File: src/rtl/u_ifu_pkg.sv
// Shared types and constants for the instruction fetch unit fetch queue.
package u_ifu_pkg;
  localparam int XLEN = 32;
  localparam logic [XLEN-1:0] RST_PC_DEF = 32'h0000_0000;

  typedef struct packed {
    logic [XLEN-1:0] pc;
    logic [XLEN-1:0] ins;
  } fq_entry_t;
endpackage

File: src/rtl/u_fifo_sync.sv
// Synchronous FIFO of fetch-queue entries with clear and occupancy count.
module u_fifo_sync
  import u_ifu_pkg::*;
#(
  parameter int DEPTH = 4
) (
  input  logic                     clk,
  input  logic                     rst,
  input  logic                     clear,
  input  logic                     push,
  input  logic                     pop,
  input  fq_entry_t                din,
  output fq_entry_t                dout,
  output logic [$clog2(DEPTH):0]   count
);
  localparam int AW = $clog2(DEPTH);
  localparam int CW = AW + 1;

  fq_entry_t         mem [DEPTH];
  logic [AW-1:0]     wr_ptr_reg;
  logic [AW-1:0]     rd_ptr_reg;
  logic [CW-1:0]     count_reg;

  // Storage carries no reset; validity is tracked by the pointers alone.
  always_ff @(posedge clk) begin
    if (push && !clear) begin
      mem[wr_ptr_reg] <= din;
    end
  end

  always_ff @(posedge clk or posedge rst) begin
    if (rst) begin
      wr_ptr_reg <= '0;
      rd_ptr_reg <= '0;
      count_reg  <= '0;
    end else if (clear) begin
      wr_ptr_reg <= '0;
      rd_ptr_reg <= '0;
      count_reg  <= '0;
    end else begin
      if (push) wr_ptr_reg <= wr_ptr_reg + AW'(1);
      if (pop)  rd_ptr_reg <= rd_ptr_reg + AW'(1);
      count_reg <= count_reg + CW'(push) - CW'(pop);
    end
  end

  assign dout  = mem[rd_ptr_reg];
  assign count = count_reg;
endmodule

File: src/rtl/u_ifu_fq.sv
// Fetch unit: sequential PC generation, SRAM read issue and credit-based fetch queue.
module u_ifu_fq
  import u_ifu_pkg::*;
#(
  parameter int              FQ_DEPTH = 4,
  parameter logic [XLEN-1:0] RST_PC   = RST_PC_DEF
) (
  input  logic            clk,
  input  logic            rst,
  input  logic            flush,
  input  logic            stall,
  input  logic            branch,
  input  logic [XLEN-1:0] br_adr,
  output logic            ifu_vld,
  output logic [XLEN-1:0] ifu_pc,
  output logic [XLEN-1:0] ifu_ins,
  output logic [XLEN-1:0] ins_a,
  output logic            ins_e,
  input  logic [XLEN-1:0] ins
);
  localparam int CW = $clog2(FQ_DEPTH) + 1;

  logic [XLEN-1:0] pc_reg;
  logic [XLEN-1:0] pc_next;
  logic [XLEN-1:0] infl_pc_reg;
  logic            infl_reg;
  logic [CW-1:0]   count;
  logic [CW:0]     credit;
  logic            kill;
  logic            pop;
  logic            push;
  logic            issue;
  fq_entry_t       head;
  fq_entry_t       tail;
  logic            br_lsb_unused;

  assign br_lsb_unused = ^br_adr[1:0];

  assign kill    = branch | flush;
  assign ifu_vld = (count != '0);
  assign pop     = ifu_vld & ~stall & ~kill;
  assign push    = infl_reg & ~kill;

  // Slots already promised (queued plus returning) must leave room for this read.
  assign credit  = {1'b0, count} + (CW+1)'(infl_reg) - (CW+1)'(pop);
  assign issue   = ~kill & ~rst & (credit < (CW+1)'(FQ_DEPTH));
  assign ins_e   = issue;
  assign ins_a   = pc_reg;

  always_comb begin
    pc_next = pc_reg;
    if (branch) begin
      pc_next = {br_adr[XLEN-1:2], 2'b00};
    end else if (flush) begin
      // Rewind so the killed in-flight fetch is re-issued.
      if (infl_reg) pc_next = infl_pc_reg;
    end else if (issue) begin
      pc_next = pc_reg + 32'd4;
    end
  end

  always_ff @(posedge clk or posedge rst) begin
    if (rst) begin
      pc_reg      <= RST_PC;
      infl_reg    <= 1'b0;
      infl_pc_reg <= '0;
    end else begin
      pc_reg   <= pc_next;
      infl_reg <= issue;
      if (issue) infl_pc_reg <= pc_reg;
    end
  end

  assign tail = '{pc: infl_pc_reg, ins: ins};

  u_fifo_sync #(
    .DEPTH (FQ_DEPTH)
  ) u_fq (
    .clk   (clk),
    .rst   (rst),
    .clear (kill),
    .push  (push),
    .pop   (pop),
    .din   (tail),
    .dout  (head),
    .count (count)
  );

  assign ifu_pc  = ifu_vld ? head.pc  : '0;
  assign ifu_ins = ifu_vld ? head.ins : '0;
endmodule

File: config.mk
export PLATFORM = sky130hd
export DESIGN_NAME = u_ifu_fq
export DESIGN_NICKNAME = d
export VERILOG_FILES = /design/src/rtl/u_ifu_pkg.sv /design/src/rtl/u_fifo_sync.sv /design/src/rtl/u_ifu_fq.sv
export SDC_FILE = /design/constraint.sdc
export NUM_CORES = 1
export LEC_CHECK = 0
export ABC_AREA = 1
export CORE_ASPECT_RATIO = 0.75
export CORE_MARGIN = 2
export CORE_UTILIZATION = 35
export DETAILED_ROUTE_END_ITERATION = 8
export PLACE_DENSITY = 0.64
export SETUP_SLACK_MARGIN = 0.5
export SLEW_MARGIN = 10
export SYNTH_ARGS = -nofsm -noshare
export SYNTH_HDL_FRONTEND = slang
export SYNTH_SLANG_ARGS = --single-unit
File: constraint.sdc
create_clock -name clk -period 4.8 [get_ports clk]
set_input_delay 0.48 -clock clk [delete_from_list [all_inputs] [get_ports clk]]
set_output_delay 0.48 -clock clk [all_outputs]
set_load 0.005 [all_outputs]
==> results.yml, run 1 <==
outcome:
  status: "finished, final reports clean"
final_layout:
  antenna_cells: 0
  largest_reg_flops: 256
  final_common_cell: "nor2_1"
  layout-drive-gt1-share: 0.0591
  fill_cells: 3629
  final_cell_mix: "317 x nor2_1, 256 x edfxtp_1, 171 x nand2_1, 171 x o21ai_0, 164 x clkdlybuf4s50_1"
  area_delta_synth_final_pct: 23.9
  nets: 1558
global_route:
  antenna_found_initial: 0
  grt_pass1_vias: 9722
  grt_overflow: 0
  grt_pass1_wl_microns: 56200
  grt_usage: 0.173
  grt_max_degree: 89
sta:
  fmax_ghz: 0.258
  finalSetupViolations: 0
  timing.slew.headroom: 0.207
  finalHoldViolCount: 0
  drv_slew: 0
  finalCriticalPeriod_ns: 3.87
  rsz0062_at_grt: "false"
  finalCritPeriodShare: 0.806
  layout_setup_ws_ns: 0.929
  tns_ns: 0
  worst_pin_slew_ns: 1.19
  fin_skew_ns: 0.0207
cts:
  cts_hold_buf: 0
  clockBufferDepth: 3
  cts_tree: "done"
  ctsResizeCount: 0
  cts-root-buf: "clkbuf_16"
  post-cts-setup-buffer-count: 0
  cts_made_buffers: 36
  cts.clk_slew.worst_paths_ns: 0.06
  clk_latency_ns: 0.53
  cts_sinks: 328
  cts.htree.levels: 2
synth:
  syn_area_sq_um: 14000
  synth_nets: 1410
  synth-adder-area-share: 0.00946
  synthMuxAreaShare: 0
  synth_compound_area_frac: 0.116
  yosysWarnings: 0
  ys_ff_latch: 328
  syn_avg_cell_area_sq_um: 10.5
  synth_cell_types: 32
  synth-async-reset-ratio: 0.220
  synth_edf_count: 256
  ys.flop_type: "edfxtp_1"
  synth_top_family_by_area: "simple AND/OR/NAND/NOR gates"
  yosys.area_share.simple: 0.153
  synth_xor_area_frac: 0.00250
  seq_area_frac_synth: 0.677
  netlist_instances: 1331
power:
  pwr-share-seq: 0.517
  intPower_mw: 5.07
  clock_power_share: 0.420
  total_power_mw: 6.57
  p_comb_frac: 0.063
  irDropWorstVdd_mv: 0.243
  swShare: 0.229
  power_leakage_nw: 6.35
  p_sw_mw: 1.51
  p_per_area_nw_per_um2: 379
drt:
  wirelength_microns: 36200
  vias: 10100
  antenna_left: 0
  drc_errors: 0
  drt-initial-drc-count: 864
  via_per_inst: 4.98
  routedWlPerCell_microns: 17.9
  firstDrtPassIters: 6
setup_path:
  crit_type: "in2out"
  crit_slowest_cell: "clkdlybuf4s50_1"
  arrival_ns: 3.39
  cpMostUsedCell: "nand2_1"
  crit_buf_inv: 6
  critPathRequiredTime_ns: 4.32
  path_max_fanout: 14
  path_cells: "clkdlybuf4s50_1 > nor2_8 > inv_1 > buf_4 > nor3_1 > ha_1 > inv_1 > ha_1 > nand3_1 > nand2_1 > nand2_1 > nand2_1 > nand2_2 > clkinv_1 > clkdlybuf4s50_1"
  crit_path_end_kind: "primary output"
  cp_top_family: "buffers and inverters"
  slowest_delay_ns: 0.58
  start_kind: "input port"
floorplanning:
  chipHeight_microns: 177
  die_w_microns: 235
  core_area_sq_um: 39500
  die_area_sq_um: 41700
  start_util: 0.355
  ios: 167
  rows: 63
flow_run:
  cap_violations: 0
placed_design:
  dp_worst_setup_slack_ns: 0.971
  gp_congestion: 0.863
  port_buffers: 164
  place_hpwl_microns: 21500
min_path:
  hold_class: "reg2reg"
[cells by family (layout without fill, tap and decap cells)]
family	Yosys count	count (layout)
DFF	328	328
xor gates and xnor gates	4	4
and+or+nand+nor	546	546
adders and majority gates	10	10
buffers and inverters	139	313
AOI/OAI and AO/OA	304	304
[synth_stat cells (7+ instances only)]
library cell | n | area share
nor2_1 | 321 | 0.086
edfxtp_1 | 256 | 0.55
nand2_1 | 171 | 0.046
o21ai_0 | 171 | 0.061
a21oi_1 | 91 | 0.032
dfrtp_1 | 72 | 0.13
inv_1 | 64 | 0.017
nand3_1 | 38 | 0.014
clkbuf_1 | 35 | 0.0094
buf_2 | 27 | 0.0096
a22o_1 | 23 | 0.014
ha_1 | 9 | 0.0080
o21ai_1 | 9 | 0.0032
buf_1 | 7 | 0.0019
[final timing paths]
path	cells after the start	start	slack, ns	end
max in group asynchronous	3	rst	3.50	u_fq.rd_ptr_reg[0]$_DFFE_PP0P_
worst min register to register	0	infl_pc_reg[25]$_DFFE_PP0P_	0.57	u_fq.mem[3][57]$_DFFE_PP_
worst min-delay path	0	infl_pc_reg[25]$_DFFE_PP0P_	0.57	u_fq.mem[3][57]$_DFFE_PP_
worst max-delay path	15	flush	0.93	ins_e
worst max register to register	13	u_fq.count[1]$_DFF_PP0_	2.21	ins_a[30]$_DFFE_PP0P_
min in group asynchronous	3	rst	0.59	infl_pc_reg[3]$_DFFE_PP0P_
[power by group through the flow]
stage / logic, mW / registers (mW) / clock network (mW)
floorplan: 0.209 / 3.37 / 0
global placement: 0.402 / 3.45 / 0
detailed placement: 0.412 / 3.45 / 0
CTS: 0.415 / 3.39 / 2.83
global route: 0.463 / 3.42 / 2.96
finish: 0.412 / 3.40 / 2.76
[layer usage]
layer | share of wire | vias up | track usage
li1 | - | 4856 | -
met1 | 0.47 | 4843 | 0.250
met2 | 0.45 | 343 | 0.270
met3 | 0.071 | 34 | 0.0347
met4 | 0.012 | 0 | 0.0374
met5 | 0 | - | 0
[worst register-to-register path, stage by stage, from the launching register on]
cell and delay, ns:
dfrtp_1 0.44, nor3_2 0.22, nor3_1 0.07, ha_1 0.21, inv_1 0.07, ha_1 0.21, nand3_1 0.10, nand2_1 0.05
nand2_1 0.05, nand2_1 0.06, nand2_2 0.08, buf_4 0.57, a21oi_1 0.17, a21oi_1 0.19
[per-stage QoR]
stage | hold WS (ns) | instances | instance area [sq um] | util
floorplan | 0.497 | 1331 | 14000 | -
global placement | 0.536 | 1961 | 16200 | 0.410
detailed placement | 0.552 | 1961 | 16200 | 0.410
CTS | 0.564 | 2025 | 17400 | 0.440
global route | 0.582 | 2025 | 17400 | 0.440
finish | 0.570 | 2025 | 17400 | 0.440
[area by class of cell]
| type | instances | area [sq um] | share of cell area |
|---|---|---|---|
| Clock buffer | 45 | 998 | 0.0575 |
| Clock inverter | 19 | 188 | 0.0108 |
| Inverter | 66 | 249 | 0.0143 |
| Multi-Input combinational cell | 864 | 3990 | 0.230 |
| Sequential cell | 328 | 9490 | 0.547 |
| Tap cell | 520 | 651 | 0.0375 |
| Timing Repair Buffer | 183 | 1800 | 0.103 |
Power figures use the tool's default switching activity.
==> run 2, diff against run 1 <==
- clock period: 4.8 -> 3.8 ns (I/O delays scaled with it)
==> run 2 against run 1 <==
Largest power group unchanged. Sequential power increased by 26%. Design area increased by 0.24%. Global-route usage decreased by 0.27 points. Hold slack got worse by 0.15 ns.
==> results.yml, run 2 (synthesis gave the netlist of run 1 again) <==
sta:
  drv_slew: 0
  timing.slew.headroom: 0.214
  fmax_ghz: 0.319
  whs_ns: 0.425
  finalSetupViolations: 0
  worst_pin_slew_ns: 1.18
  finalCritPeriodShare: 0.824
  rsz0062_at_grt: "true"
  finalCriticalPeriod_ns: 3.13
  fin_skew_ns: 0.0216
  finalHoldViolCount: 0
setup_path:
  crit_path_end: "ins_e"
  reg2reg_from: "u_fq.count[1]$_DFF_PP0_"
  path_max_fanout: 10
  crit_path_end_kind: "primary output"
  r2r_cells: 15
  crit_type: "reg2out"
  arrival_ns: 2.75
  rr_endpoint: "ins_a[23]$_DFFE_PP0P_"
  critPathLaunch: "u_fq.count[1]$_DFF_PP0_"
  regToRegSetupSlack_ns: 1.18
  start_kind: "flip-flop"
  critPathRequiredTime_ns: 3.42
drt:
  drc_errors: 0
  drt-initial-drc-count: 719
  vias: 10200
  firstDrtPassIters: 7
  routedWlPerCell_microns: 17.6
  via_per_inst: 5.00
  wirelength_microns: 35800
  antenna_left: 0
cts:
  cts-root-buf: "clkbuf_16"
  cts.clk_slew.worst_paths_ns: 0.06
  clockBufferDepth: 3
  cts_tree: "done"
  cts_sinks: 328
  cts.htree.levels: 2
  cts_made_buffers: 35
  cts_hold_buf: 0
  clk_latency_ns: 0.51
final_layout:
  fin_cells: 2033
  nets: 1567
  fill_cells: 3648
  final_cell_mix: "317 x nor2_1, 256 x edfxtp_1, 171 x nand2_1, 171 x o21ai_0, 162 x clkdlybuf4s50_1"
  area_delta_synth_final_pct: 24.2
  layout-drive-gt1-share: 0.0628
  final_common_cell: "nor2_1"
  antenna_cells: 0
  largest_reg_flops: 256
global_route:
  antenna_found_initial: 1
  grt_overflow: 0
  grt_max_degree: 132
  grt_usage: 0.170
  grt_pass1_wl_microns: 55100
  grt_pass1_vias: 9630
placed_design:
  place_hpwl_microns: 21800
  port_buffers: 164
  gp_congestion: 0.897
  place_inst: 1967
floorplanning:
  ios: 167
  rows: 63
  start_util: 0.355
  die_area_sq_um: 41700
  core_area_sq_um: 39500
  die_w_microns: 235
  chipHeight_microns: 177
min_path:
  hold_class: "in2reg"
power:
  p_per_area_nw_per_um2: 464
  irDropWorstVdd_mv: 0.227
  power_leakage_nw: 6.38
outcome:
  status: "finished, final reports clean"
flow_run:
  cap_violations: 0
run 2: where the power goes:
group,switching [mW],internal (mW),leakage (nW)
Sequential,0.242,4.06,3.24
Combinational,0.260,0.264,2.61
Clock,1.34,1.91,0.532
Total,1.85,6.24,6.38
run 2: per-layer routing:
layer | share of wire | wire (microns) | track usage | vias to the layer above
li1 | - | - | - | 4885
met4 | 0.016 | 557 | 0.0380 | 2
met5 | 0.00036 | 13 | 0 | -
met3 | 0.061 | 2180 | 0.0345 | 44
met1 | 0.48 | 17200 | 0.248 | 4915
met2 | 0.44 | 15800 | 0.263 | 315
run 2: worst max-delay path, cell delays in order (launching register included):
cell and delay (ns):
dfrtp_1 0.45, nor3_2 0.08, nor3_1 0.16, ha_2 0.23, inv_1 0.05, ha_1 0.26
nand3_1 0.09, nand2_1 0.07, nand2_1 0.05, nand2_1 0.10, nand2_4 0.10, clkinv_1 0.08
clkdlybuf4s50_1 0.50
run 2: metrics by stage:
step | area (sq um) | setup WS, ns | power [mW] | utilization | TNS, ns
after floorplan | 14000 | -0.345 | 4.53 | - | -88.34
after global placement | 16300 | 0.476 | 4.87 | 0.412 | 0
after detailed placement | 16300 | 0.430 | 4.88 | 0.412 | 0
after CTS | 17400 | 0.514 | 8.15 | 0.440 | 0
after global routing | 17400 | 0.465 | 8.40 | 0.441 | 0
final | 17400 | 0.670 | 8.08 | 0.441 | 0
run 2: repair_timing:
action,4_1_cts,5_1_grt
pin swaps,0,1
gates resized for setup,1,5
hold endpoints to repair,0,0
endpoints found under the setup margin,1,19
buffers inserted,0,4
run 2: worst min path at each step:
| stage | endpoint | startpoint | slack (ns) | depth (start not counted) |
|---|---|---|---|---|
| floorplan | u_fq.mem[0][0]$_DFFE_PP_ | ins[0] | 0.48 | 0 |
| global placement | u_fq.mem[3][59]$_DFFE_PP_ | infl_pc_reg[27]$_DFFE_PP0P_ | 0.54 | 0 |
| detailed placement | u_fq.mem[0][56]$_DFFE_PP_ | infl_pc_reg[24]$_DFFE_PP0P_ | 0.55 | 0 |
| CTS | u_fq.mem[0][26]$_DFFE_PP_ | ins[26] | 0.47 | 1 |
| global route | ins_a[0]$_DFFE_PP0P_ | flush | 0.44 | 4 |
| finish | ins_a[0]$_DFFE_PP0P_ | flush | 0.43 | 4 |
run 2: layout make-up:
class                      instances  area (sq um)  share of cell area
clock inverter                    16           129             0.00740
sequential                       328          9490               0.546
clock buffer                      46           960              0.0551
tap                              520           651              0.0374
timing repair buffer             193          1930               0.111
inverter                          66           251              0.0145
multi-input combinational        864          3990               0.229
==> run 3, diff against run 2 <==
- clock period: 3.8 -> 3.1 ns (I/O delays scaled with it)
==> run 3 against run 2 <==
Flip-flop and latch count stayed put. Power grew 26%. Sequential power up 23%. Largest cell class unchanged. Largest power group unchanged.
==> results.yml, run 3 (synthesis gave the netlist of run 1 again) <==
drt:
  firstDrtPassIters: 5
  routedWlPerCell_microns: 19.2
  vias: 10500
  antenna_left: 0
  wirelength_microns: 39500
  via_per_inst: 5.10
  drt-initial-drc-count: 784
  drc_errors: 0
global_route:
  grt_overflow: 0
  met3_usage: 0.0310
  grt_pass1_wl_microns: 58500
  grt_use_met2: 0.289
  antenna_found_initial: 0
  grt-busiest-layer: "met2"
  grt_pass1_vias: 9958
  grt_max_degree: 78
  use_met1: 0.262
  grt_usage: 0.183
power:
  pwr-share-seq: 0.517
  clock_power_share: 0.416
  irDropWorstVdd_mv: 0.293
  intPower_mw: 7.84
  total_power_mw: 10.2
  p_comb_frac: 0.067
  p_per_area_nw_per_um2: 560
  power_leakage_nw: 7.10
  swShare: 0.231
  p_sw_mw: 2.35
setup_path:
  reg2reg_from: "u_fq.count[0]$_DFF_PP0_"
  regToRegSetupSlack_ns: 0.65
  critPathRequiredTime_ns: 2.79
  crit_slowest_cell: "clkdlybuf4s50_1"
  cpMostUsedCell: "nor2_1"
  path_cells: "buf_16 > nor2_1 > nor2_1 > o21ai_0 > a21oi_2 > clkdlybuf4s50_1"
  crit_type: "reg2out"
  cp_top_family: "buffers and inverters"
  arrival_ns: 2.39
  slowest_delay_ns: 0.54
  rr_endpoint: "ins_a[20]$_DFFE_PP0P_"
  crit_path_end_kind: "primary output"
  crit_buf_inv: 2
  r2r_cells: 17
  start_kind: "flip-flop"
  path_max_fanout: 33
final_layout:
  layout.core_utilization: 0.461
  layout-drive-gt1-share: 0.0935
  final_cell_mix: "315 x nor2_1, 256 x edfxtp_1, 171 x o21ai_0"
  final_common_cell: "nor2_1"
  fin_cells: 2060
  area_delta_synth_final_pct: 29.8
  fin_area_sq_um: 18200
  nets: 1592
  largest_reg_flops: 256
  antenna_cells: 0
sta:
  layout_setup_ws_ns: 0.395
  finalHoldViolCount: 0
  drv_slew: 0
  worst_pin_slew_ns: 0.944
  whs_ns: 0.419
  finalCritPeriodShare: 0.873
  finalCriticalPeriod_ns: 2.70
  fin_skew_ns: 0.0254
  fmax_ghz: 0.370
  finalSetupViolations: 0
  rsz0062_at_grt: "true"
  timing.slew.headroom: 0.371
  tns_ns: 0
min_path:
  hold_class: "in2reg"
  hold_depth: 1
  min_from: "ins[2]"
  hold_path_end: "u_fq.mem[1][2]$_DFFE_PP_"
floorplanning:
  start_util: 0.355
  core_area_sq_um: 39500
  die_area_sq_um: 41700
  rows: 63
  die_w_microns: 235
  ios: 167
  chipHeight_microns: 177
flow_run:
  cap_violations: 0
outcome:
  status: "finished, final reports clean"
placed_design:
  place_inst: 1970
  gp_congestion: 0.875
  port_buffers: 164
  dp_worst_setup_slack_ns: 0.0116
  place_hpwl_microns: 22300
  place_area_sq_um: 16400
cts:
  cts_sinks: 328
  cts-root-buf: "clkbuf_16"
  cts_hold_buf: 0
  clockBufferDepth: 3
  cts.htree.levels: 2
  clk_latency_ns: 0.54
  cts.clk_slew.worst_paths_ns: 0.06
  cts_tree: "done"
  cts_made_buffers: 35
run 3: cell count changes in the layout (fill, tap and decap cells not counted), moves of 3 or more:
cell / change
buf_4: -5
dlygate4sd2_1: +8
clkinv_1: -3
dlymetal6s2s_1: +18
buf_12: +9
buf_6: +6
clkbuf_1: -3
clkdlybuf4s50_1: -30
clkbuf_16: +6
buf_16: +8
run 3: how the worst max path moves through the flow:
stage,from,to,slack [ns],depth (start not counted)
floorplan,branch,u_fq.mem[0][0]$_DFFE_PP_,0.07,6
global placement,flush,ins_a[8]$_DFFE_PP0P_,0.06,17
detailed placement,flush,ins_a[8]$_DFFE_PP0P_,0.01,17
CTS,u_fq.rd_ptr_reg[0]$_DFFE_PP0P_,ifu_pc[19],0.33,5
global route,u_fq.rd_ptr_reg[0]$_DFFE_PP0P_,ifu_ins[6],0.29,7
finish,u_fq.rd_ptr_reg[0]$_DFFE_PP0P_,ifu_pc[19],0.40,6
run 3: layer usage:
layer / wire (microns) / vias to the layer above
met4: 805 / 0
li1: - / 4934
met5: 0 / -
met1: 18100 / 5092
met2: 18100 / 414
met3: 2580 / 63
run 3: cell type report:
type                            count  area, sq um
Fill cell                        3570        21300
Sequential cell                   328         9500
Multi-Input combinational cell    864         4050
Timing Repair Buffer              218         2560
Clock buffer                       44          951
Tap cell                          520          651
Inverter                           66          273
Clock inverter                     20          216
run 3: what timing repair did:
item	CTS	global route
pin swaps	14	27
endpoints found under the setup margin	66	89
setup buffers	5	8
gates resized for setup	40	42
gates cloned	6	7
run 3: power by group through the flow:
stage	Combinational, mW	Sequential (mW)	Clock, mW
4_1_cts	0.655	5.26	4.32
5_1_grt	0.759	5.30	4.51
2_1_floorplan	0.324	5.22	0
3_5_place_dp	0.648	5.35	0
3_3_place_gp	0.635	5.34	0
6_report	0.680	5.27	4.24
